--- src/rtl/alu_writeback_stage.sv ---
// alu_writeback_stage: registers the ALU result, evaluates the ARM condition
// field against the committed NZCV register and issues one register write,
// memory request or branch per beat over a valid/ready handshake.
// Optional build macro: WB_PERF_CNT_EN enables the retired/skipped counters.
module alu_writeback_stage #(
  parameter int REG_AW = 4,
  parameter int DW     = 32
) (
  input  logic              clk,
  input  logic              reset,
  input  logic              in_valid,
  output logic              in_ready,
  input  logic [DW-1:0]     alu_out,
  input  logic [3:0]        alu_flag,
  input  logic [1:0]        op,
  input  logic [3:0]        cmd,
  input  logic [3:0]        cond,
  input  logic              s_bit,
  input  logic [REG_AW-1:0] rd,
  output logic              out_valid,
  input  logic              out_ready,
  output logic              wb_we,
  output logic [REG_AW-1:0] wb_rd,
  output logic [DW-1:0]     wb_data,
  output logic              mem_req,
  output logic [DW-1:0]     mem_addr,
  output logic              br_taken,
  output logic [DW-1:0]     br_target,
  output logic [3:0]        nzcv,
  output logic [31:0]       retired_cnt,
  output logic [31:0]       skipped_cnt
);

  localparam logic [3:0] CMD_CMP = 4'b1010;
  localparam logic [1:0] OP_DP   = 2'd0;
  localparam logic [1:0] OP_MEM  = 2'd1;
  localparam logic [1:0] OP_BR   = 2'd2;
  localparam logic [1:0] OP_INV  = 2'd3;

  logic accept;
  logic cond_pass;
  logic issue;
  logic is_cmp;
  logic flag_n, flag_z, flag_c, flag_v;

  assign {flag_n, flag_z, flag_c, flag_v} = nzcv;
  assign in_ready = !out_valid || out_ready;
  assign accept   = in_valid && in_ready;
  assign is_cmp   = (cmd == CMD_CMP);
  assign issue    = cond_pass && (op != OP_INV);

  // ARM condition evaluation against the committed (pre-update) flags
  always_comb begin
    cond_pass = 1'b0;
    case (cond)
      4'b0000: cond_pass = flag_z;
      4'b0001: cond_pass = !flag_z;
      4'b0010: cond_pass = flag_c;
      4'b0011: cond_pass = !flag_c;
      4'b0100: cond_pass = flag_n;
      4'b0101: cond_pass = !flag_n;
      4'b0110: cond_pass = flag_v;
      4'b0111: cond_pass = !flag_v;
      4'b1000: cond_pass = flag_c && !flag_z;
      4'b1001: cond_pass = !flag_c || flag_z;
      4'b1010: cond_pass = (flag_n == flag_v);
      4'b1011: cond_pass = (flag_n != flag_v);
      4'b1100: cond_pass = !flag_z && (flag_n == flag_v);
      4'b1101: cond_pass = flag_z || (flag_n != flag_v);
      4'b1110: cond_pass = 1'b1;
      default: cond_pass = 1'b0;
    endcase
  end

  // Output beat register; sideband data holds while stalled or idle
  always_ff @(posedge clk or posedge reset) begin
    if (reset) begin
      out_valid <= 1'b0;
      wb_we     <= 1'b0;
      wb_rd     <= '0;
      wb_data   <= '0;
      mem_req   <= 1'b0;
      mem_addr  <= '0;
      br_taken  <= 1'b0;
      br_target <= '0;
    end else if (accept) begin
      // Skipped beats still consume the slot, so the register empties
      out_valid <= issue;
      wb_we     <= 1'b0;
      mem_req   <= 1'b0;
      br_taken  <= 1'b0;
      if (issue) begin
        case (op)
          OP_DP: begin
            wb_we   <= !is_cmp;
            wb_rd   <= rd;
            wb_data <= alu_out;
          end
          OP_MEM: begin
            mem_req  <= 1'b1;
            mem_addr <= alu_out;
            wb_rd    <= rd;
          end
          OP_BR: begin
            br_taken  <= 1'b1;
            br_target <= alu_out;
          end
          default: ;
        endcase
      end
    end else if (out_ready) begin
      out_valid <= 1'b0;
      wb_we     <= 1'b0;
      mem_req   <= 1'b0;
      br_taken  <= 1'b0;
    end
  end

  // Architectural flag register, written by flag-setting data-processing ops
  always_ff @(posedge clk or posedge reset) begin
    if (reset) begin
      nzcv <= 4'b0000;
    end else if (accept && issue && (op == OP_DP) && (s_bit || is_cmp)) begin
      nzcv <= alu_flag;
    end
  end

`ifdef WB_PERF_CNT_EN
  // Performance counters for issued and skipped beats, wrapping at 2^32
  always_ff @(posedge clk or posedge reset) begin
    if (reset) begin
      retired_cnt <= '0;
      skipped_cnt <= '0;
    end else if (accept) begin
      if (issue) retired_cnt <= retired_cnt + 32'd1;
      else       skipped_cnt <= skipped_cnt + 32'd1;
    end
  end
`else
  assign retired_cnt = '0;
  assign skipped_cnt = '0;
`endif

endmodule

--- config.mk ---
export PLATFORM = sky130hd
export DESIGN_NAME = alu_writeback_stage
export DESIGN_NICKNAME = d
export VERILOG_FILES = /design/src/rtl/alu_writeback_stage.sv
export SDC_FILE = /design/constraint.sdc
export NUM_CORES = 1
export LEC_CHECK = 0
export CORE_MARGIN = 8
export CORE_UTILIZATION = 38
export DETAILED_ROUTE_END_ITERATION = 8
export PLACE_DENSITY = 0.74
export SYNTH_ARGS = -nofsm -noshare
export SYNTH_HDL_FRONTEND = slang
export SYNTH_SLANG_ARGS = --single-unit
export TNS_END_PERCENT = 5
--- constraint.sdc ---
create_clock -name clk -period 3.5 [get_ports clk]
set_input_delay 0.525 -clock clk [delete_from_list [all_inputs] [get_ports clk]]
set_output_delay 0.525 -clock clk [all_outputs]
set_load 0.01 [all_outputs]
### Word level (Yosys, flattened, before mapping)

Index checks and enable logic that the tools add are counted.

| storage, ports and cells | value |
|---|---|
| RAM bits | 0 |
| bits in latches | 0 |
| logic and storage cells | 66 |
| bits in read-only memories | 0 |
| memories | 0 |
| output and inout port bits | 173 |
| flip-flop bits (word level) | 108 |

| cells by class | value |
|---|---|
| div/mod/pow operators | 0 |
| equality and inequality tests | 20 |
| shifts and indexed selects | 0 |
| bitwise logic cells | 0 |
| order comparisons | 0 |
| reductions and logical operators | 25 |
| multiplexer cells | 12 |
| $mul | 0 |
| $add $sub $neg | 0 |

Operators by type and width:

| cell | count |
|---|---|
| $eq 4x4->1 const B | 8 |
| $eq 4x3->1 const B | 4 |
| $pmux 1 s15 | 1 |
| $reduce_and 3->1 | 4 |
| $mux 1 | 11 |
| $eq 4x2->1 const B | 2 |
| $logic_and 1x1->1 | 7 |
| $logic_not 1->1 | 6 |
| $eq 4x1->1 const B | 1 |
| $logic_not 4->1 | 1 |
| $logic_or 1x1->1 | 4 |
| $eq 2x1->1 const B | 1 |
| $eq 2x2->1 const B | 1 |
| $logic_not 2->1 | 1 |
| $ne 2x2->1 const B | 1 |
| $reduce_bool 2->1 | 1 |
| $reduce_or 2->1 | 1 |
| $eq 1x1->1 | 1 |
| $ne 1x1->1 | 1 |

### Longest topological paths before layout

Gate-level depths: netlist of the first run.

| depth | value |
|---|---|
| depth in word-level cells | 7 |
| gate-level depth with buffers | 8 |
| mapped depth without buffers | 5 |

### Least setup slack after synthesis of the first run

No wires, ideal clock.

| path | value |
|---|---|
| path kind | input to register |
| from | in cond[3] |
| to | reg mem_addr[10] |
| library setup time | 0.125 ns |
| slack | 1.095 ns |
| path buffers | 2 |
| arrival | 2.280 ns |
| cell stages on the path | 7 |
| data required time | 3.375 ns |
| path through | buf_2 > and2_4 > nor4b_4 > o311ai_4 > a311oi_4 > buf_6 > mux2_4 |

| on the way | value |
|---|---|
| cells in the longest elaborated chain, start to end | 4 |
| elaborated cells on any way between the ends | 18 |
| those cells by class | eq/ne (14); mux (1); reduce/logical (3) |

RTL lines:

| item | line | RTL |
|---|---|---|
| from (decl) | 17 | `input logic [3:0] cond,` |
| $eq 4x4->1, or another cell as far along | 55 | `case (cond)` |
| $pmux 1 s15 * | 55 |  |
| $logic_and 1x1->1 * | 50 | `assign issue = cond_pass && (op != OP_INV);` |
| $reduce_and 3->1 (no line) * | -- |  |
| to (signal assigned) | 101 | `mem_addr <= alu_out;` |
| to (decl) | 26 | `output logic [DW-1:0] mem_addr,` |

Mark *: on every way between the ends. The rest lies on a longest branch, timed or not.
A chain may end at the register's enable or synchronous reset.

### Worst setup path after layout of the first run

| path | value |
|---|---|
| from | in cond[0] |
| to | reg mem_addr[30] |

The elaborated chain is that of the path after synthesis.

==> summary.md, run 1 <==
| Metric | Value |
|---|---|
| Vias in the first global route | `3,514` |
| Final Net Count | `560` |
| DRT Wirelength | `12,100 um` |
| Diodes inserted | `0` |
| Row Count | `42` |
| Max-cap violations | `0` |
| Final setup vio count | `0` |
| Synth Instances | `338` |
| H-tree Lvls | `3` |
| Avg WL per Cell | `17.7 um` |
| Largest family of logic cells by synthesized area | `multiplexers` |
| WS Path Type | `input port to flop` |
| Post-route ant nets | `0` |
| Largest net degree at the start of global routing | `63` |
| PostCTS Resize Cnt | `0` |
| Multi-input combinational cell area | `2050 um2` |
| RSZ-0062 raised after global routing | `false` |
| Critical path launch point type | `input port` |
| Pre-antenna DRT Iters | `4` |
| Area growth from synthesis to layout | `37.1%` |
| Post-CTS Setup Bufs | `0` |
| Initial antenna violation count | `0` |
| Crit path time final | `2.79 ns` |
| Fillcell total | `1,123` |
| Yosys reg bits | `108` |
| Cts bufs inserted | `9` |
| DIE AREA | `17,400 um2` |
| Worst-path fanout max | `15` |
| Worst endpoint data arrival time | `3.02 ns` |
| Hold buffers post-CTS | `0` |
| Worst Tran Pin Value | `0.598 ns` |
| Status | `completed` |
| Power Density | `855 nW/um2` |
| Initial DRC count | `86` |
| Cell area after synthesis | `5120 um2` |
| CP peak stage delay | `0.63 ns` |
| Synth Area in Simple Gates | `3.20%` |
| Min-delay src | `br_taken` |
| Worst R2R Setup Slack | `1.13 ns` |
| R2R depth | `6` |
| Ys Warns | `0` |
| DR WL met2 | `5800 um` |
| Routed vias/inst | `4.47` |
| Element type at the critical path end | `flop` |
| Starting density of the core | `38.8%` |
| CP bufs+invs | `2` |
| Final Slew Violations | `0` |
| Worst R2R End | `mem_addr[30]` |
| Post-synth EDFFs | `0` |
| Placed cell count | `670` |
| Critical R2R Launch | `nzcv[0]` |
| P_leak | `3.06 nW` |
| Predominant post-synthesis flop cell | `dfrtp_1` |
| All-layer global routing usage | `14.1%` |
| Die boundary width | `132 um` |
| Worst-path clk slew | `0.07 ns` |
| Total Power | `0.00600 W` |
| Hold Fails Final Rpt | `0` |
| Rel. slew slack | `60.1%` |
| Worst endpoint required time | `3.73 ns` |
| Seq/Total Area, Yosys | `52.8%` |
| Clock latency on the worst-skew pair | `0.34 ns` |
| Post-Synthesis Mean Instance Area | `15.2 um2` |
| Post-route DRC | `0` |
| Post-Synth Adder-Cell Area | `0%` |
| Ports | `228` |
| Routed length on met1 | `4990 um` |
| Hold path depth | `1` |
| RePlAce Congestion | `0.759` |
| Final HPWL DP | `9250 um` |
| Skew final | `0.00375 ns` |
| Slowest CP cell | `clkdlybuf4s50_1` |
| TritonCTS clock tree | `built` |
| CTS Buffer Depth | `2` |
| Mux contribution to synthesized area | `27.5%` |
| Area post-placement | `6700 um2` |
| Buffers on Ports | `163` |
| Worst-path cell chain | `clkdlybuf4s50_1 > nand4bb_1 > o221ai_2 > o311ai_4 > a311oi_4 > buf_4 > mux2_2` |
| TNS Setup | `0 ns` |
| Finished Cell Area | `7020 um2` |
| Unique masters post-synth | `41` |
| Min-Delay Path Class | `flop to flop` |
| Max frequency | `359 MHz` |
| Register area | `2700 um2` |
| Vias | `3,069` |
| Share of cells above drive strength 1 | `27.6%` |
| WHS Endpoint | `br_taken` |
| Compound-cell area share of the yosys netlist | `4.10%` |
| Root Buffer | `clkbuf_16` |
| Async set or reset register ratio after synthesis | `100%` |
| Highest Signal Layer | `met4` |
| First-pass GRT wire length | `19,900 um` |
| Period utilization | `79.7%` |
| Post-Synth XOR/XNOR Area | `0.489%` |
| Routed met3 length | `1180 um` |
| Core area | `13,200 um2` |
| Die height | `132 um` |
| Worst vdd ir | `0.000368 V` |
| Clk sinks | `108` |
| Gr ovfl total | `0` |
| CP top delay family | `buffers and inverters` |
| Final Non-Filler Cells | `686` |
| Finished Core Util | `53.2%` |
-- flip-flops by register name (all words and copies together) (netlist names) --
signal and count:
wb_we 1, br_target 32, nzcv 4, wb_rd 4, mem_req 1, br_taken 1, mem_addr 32, wb_data 32
out_valid 1
-- final cells by class --
type	count	area share (%)
sequential	108	38.5
multi-input combinational	211	29.2
timing repair buffer	170	24.3
clock buffer	12	3.79
tap	176	3.14
clock inverter	4	0.784
inverter	5	0.303
-- synth_stat cells (all sizes together) (2+ instances only) --
library cell | instances | share of area [%]
dfrtp | 108 | 53
mux2 | 104 | 27
buf | 76 | 11
inv | 5 | 0.37
a21oi | 3 | 0.37
a31oi | 3 | 0.66
nand2 | 3 | 0.22
nor2b | 3 | 0.37
a21o | 2 | 0.29
a311oi | 2 | 1.0
mux2i | 2 | 0.39
nand2b | 2 | 0.24
nand4bb | 2 | 0.44
-- power by group --
group,switching (W),internal (W)
Sequential,0.000377,0.00186
Clock,0.000445,0.000617
Combinational,0.000941,0.00176
-- placed cells by master, fill, tap and decap left out, types with 2 or more instances in the layout --
| master | n |
|---|---|
| clkdlybuf4s50_1 | 163 |
| dfrtp_1 | 108 |
| conb_1 | 64 |
| mux2_4 | 58 |
| mux2_2 | 46 |
| clkbuf_16 | 9 |
| buf_4 | 5 |
| inv_1 | 4 |
| nand2_1 | 3 |
| nor2b_1 | 3 |
| clkbuf_8 | 3 |
| mux2i_1 | 2 |
| nand2b_1 | 2 |
| nand4bb_1 | 2 |
| a311oi_4 | 2 |
| a31oi_1 | 2 |
| a21oi_1 | 2 |
| a21o_1 | 2 |
| buf_12 | 2 |
-- metal layers --
layer	global-route usage (%)	vias up
met5	0	-
met4	5.23	0
met3	6.25	13
met2	22.6	152
met1	16.3	1527
li1	-	1377
-- stage by stage --
step / hold slack [ns] / setup WS [ns]
global placement: 0.465 / 0.414
global route: 0.517 / 0.582
floorplan: 0.518 / 0.129
finish: 0.482 / 0.712
CTS: 0.492 / 0.725
detailed placement: 0.470 / 0.339
-- worst max path at each step --
stage | to | start | slack, ns | cells after the start
after floorplan | br_taken | reset | 0.13 | 1
after global placement | mem_addr[30] | cond[0] | 0.41 | 7
after detailed placement | mem_addr[30] | cond[0] | 0.34 | 7
after CTS | mem_addr[30] | cond[0] | 0.73 | 7
after global routing | wb_data[17] | cond[0] | 0.58 | 7
final | mem_addr[30] | cond[0] | 0.71 | 7
-- cell families after synthesis --
kind of cell	Yosys count
other cells	1
xor+xnor	2
compound gates	18
simple gates	21
flops	108
mux	106
buf+inv	82
-- worst reg2reg max path: stages (launching register included) --
cell,delay [ns]
dfrtp_1,0.45
xor2_2,0.28
and3_4,0.24
o311ai_4,0.17
a311oi_4,0.40
buf_4,0.34
mux2_2,0.38
Note: power is estimated with default switching activity, not from simulation.
==> run 2: changes to the inputs <==
==> constraint.sdc (replaced) <==
create_clock -name clk -period 2.4 [get_ports clk]
set_input_delay 0.36 -clock clk [delete_from_list [all_inputs] [get_ports clk]]
set_output_delay 0.36 -clock clk [all_outputs]
set_load 0.01 [all_outputs]
==> summary.md, run 2 (same netlist as run 1, synthesis figures left out) <==
| Metric | Value |
|---|---|
| Status | `completed` |
| Final Net Count | `576 (+2.9%)` |
| Share of cells above drive strength 1 | `29.8% (+2.2 points)` |
| Min-delay src | `br_taken` |
| Worst-path fanout max | `16 (+1)` |
| RePlAce Congestion | `0.774 (+1.9%)` |
| Sw Pwr | `0.00259 W (+47%)` |
| Pre-antenna DRT Iters | `4 (unchanged)` |
| Final setup vio count | `0 (unchanged)` |
| CTS Buffer Depth | `2 (unchanged)` |
| DIE AREA | `17,400 um2 (unchanged)` |
| P_int | `0.00606 W (+43%)` |
| Clk sinks | `108 (unchanged)` |
| Combinational share of power | `46.2% (+1.2 points)` |
| Hold Fails Final Rpt | `0 (unchanged)` |
| Row Count | `42 (unchanged)` |
| P_leak | `3.15 nW (+2.8%)` |
| Critical R2R Launch | `nzcv[3]` |
| H-tree Lvls | `3 (unchanged)` |
| Routed vias/inst | `4.42 (-1.3%)` |
| Post-CTS Setup Bufs | `0 (unchanged)` |
| Gr ovfl total | `0 (unchanged)` |
| Crit path time final | `2.28 ns` |
| Vias in the first global route | `3,440 (-2.1%)` |
| Period utilization | `95.2%` |
| Hold buffers post-CTS | `0 (unchanged)` |
| Most frequent cells in the layout | `160 x clkdlybuf4s50_1, 108 x dfrtp_1, 64 x conb_1` |
| PostCTS Resize Cnt | `0 (unchanged)` |
| Clock group share of total power | `16.1% (-1.6 points)` |
| First-pass GRT wire length | `19,900 um (-0.18%)` |
| Worst-path clk slew | `0.07 ns (about the same)` |
| CP startpoint | `nzcv[3]` |
| Area growth from synthesis to layout | `40.2%` |
| TritonCTS clock tree | `built` |
| Final HPWL DP | `9330 um (+0.89%)` |
| Power Density | `1210 nW/um2 (+41%)` |
| Avg WL per Cell | `17.4 um (-1.6%)` |
| Post-route ant nets | `0 (unchanged)` |
| Finished Core Util | `54.4% (+1.2 points)` |
| Die boundary width | `132 um (unchanged)` |
| Largest net degree at the start of global routing | `109 (+73%)` |
| Diodes inserted | `0 (unchanged)` |
| Core area | `13,200 um2 (unchanged)` |
| Min-Delay Path Class | `flop to flop` |
| Sw Ratio | `30.0% (+0.59 points)` |
| Worst vdd ir | `0.000572 V (+55%)` |
| Max frequency | `438 MHz` |
| Starting density of the core | `38.8% (unchanged)` |
| WS Path Type | `flop to flop` |
| Skew final | `0.00942 ns (+0.00566 ns)` |
| Part of the power in registers | `37.7% (+0.4 points)` |
| Buffers on Ports | `163 (unchanged)` |
| Vias | `3,101 (+1.0%)` |
| Ports | `228 (unchanged)` |
| Cts bufs inserted | `9 (unchanged)` |
| RSZ-0062 raised after global routing | `false` |
| Post-route DRC | `0 (unchanged)` |
| Max-cap violations | `0 (unchanged)` |
| Largest regs | `br_target x32, mem_addr x32, wb_data x32` |
| All-layer global routing usage | `14.1% (about the same)` |
| Rel. slew slack | `62.9% (+2.8 points)` |
| DRT Wirelength | `12,200 um (+0.67%)` |
| Final Slew Violations | `0 (unchanged)` |
| Initial antenna violation count | `0 (unchanged)` |
| Worst endpoint required time | `2.63 ns (-1.10 ns)` |
| Initial DRC count | `114 (+33%)` |
| Worst setup margin | `0.116 ns (-0.596 ns)` |
| Setup WS pre-CTS | `-0.374 ns (-0.714 ns)` |
| Element type at the critical path end | `flop` |
| Worst endpoint data arrival time | `2.52 ns (-0.50 ns)` |
| Root Buffer | `clkbuf_16` |
| Commonest non-fill, non-tap cell in the layout | `clkdlybuf4s50_1` |
| Clock latency on the worst-skew pair | `0.35 ns (about the same)` |
| Worst Tran Pin Value | `0.556 ns (-0.0426 ns)` |
| Critical path launch point type | `flop` |
| Die height | `132 um (unchanged)` |
-- run 2: cell types whose count changed in the layout (fill, tap and decap cells not counted), sizes merged --
cell | before | now
inv | 6 | 5
bufinv | 1 | 0
dlymetal6s2s | 0 | 3
buf | 7 | 23
clkbuf | 12 | 11
clkinvlp | 1 | 4
clkdlybuf4s50 | 163 | 160
-- run 2: path summary, 6_finish.rpt --
kind / to / slack (ns) / cells past startpoint
worst max-delay path: mem_addr[29] / 0.12 / 6
worst min-delay path: br_taken / 0.48 / 1
worst max register to register: mem_addr[29] / 0.12 / 6
worst min register to register: br_taken / 0.48 / 1
max in group asynchronous: wb_data[30] / 1.45 / 3
min in group asynchronous: br_target[20] / 0.53 / 3
-- run 2: metal layers --
metal | vias up | track usage [%] | part of all wire [%]
li1 | 1412 | - | -
met1 | 1540 | 16.5 | 41
met2 | 136 | 22.5 | 48
met3 | 13 | 6.14 | 9.3
met4 | 0 | 5.17 | 1.4
met5 | - | 0 | 0
-- run 2: final cells by class --
type,instances,area [um2]
clock buffer,11,243
fill,1115,6010
sequential,108,2700
tap,176,220
inverter,5,22.5
multi-input combinational,211,2050
clock inverter,5,36.3
timing repair buffer,186,1900
-- run 2: worst max-delay path: stages, from the launching register on --
cell	delay, ns
dfrtp_1	0.47
xor2_2	0.25
mux2i_1	0.10
o211a_1	0.32
a311oi_4	0.45
buf_12	0.23
mux2_2	0.34
-- run 2: per-stage QoR --
stage / hold WS [ns] / TNS [ns] / std cells / instance area (um2) / power, W
final: 0.479 / 0 / 702 / 7180 / 0.00865
after global routing: 0.504 / 0 / 702 / 7180 / 0.00915
after CTS: 0.483 / 0 / 702 / 7160 / 0.00881
after detailed placement: 0.465 / -34.50 / 686 / 6890 / 0.00735
after global placement: 0.462 / -25.70 / 686 / 6890 / 0.00723
after floorplan: 0.442 / 0 / 401 / 5360 / 0.00507
-- run 2: power by group through the flow --
stage | combinational (W) | clock [W] | sequential, W
after floorplan | 0.00143 | 0 | 0.00364
after global placement | 0.00399 | 0 | 0.00324
after detailed placement | 0.00406 | 0 | 0.00329
after CTS | 0.00407 | 0.00146 | 0.00327
after global routing | 0.00424 | 0.00153 | 0.00339
final | 0.00400 | 0.00140 | 0.00326
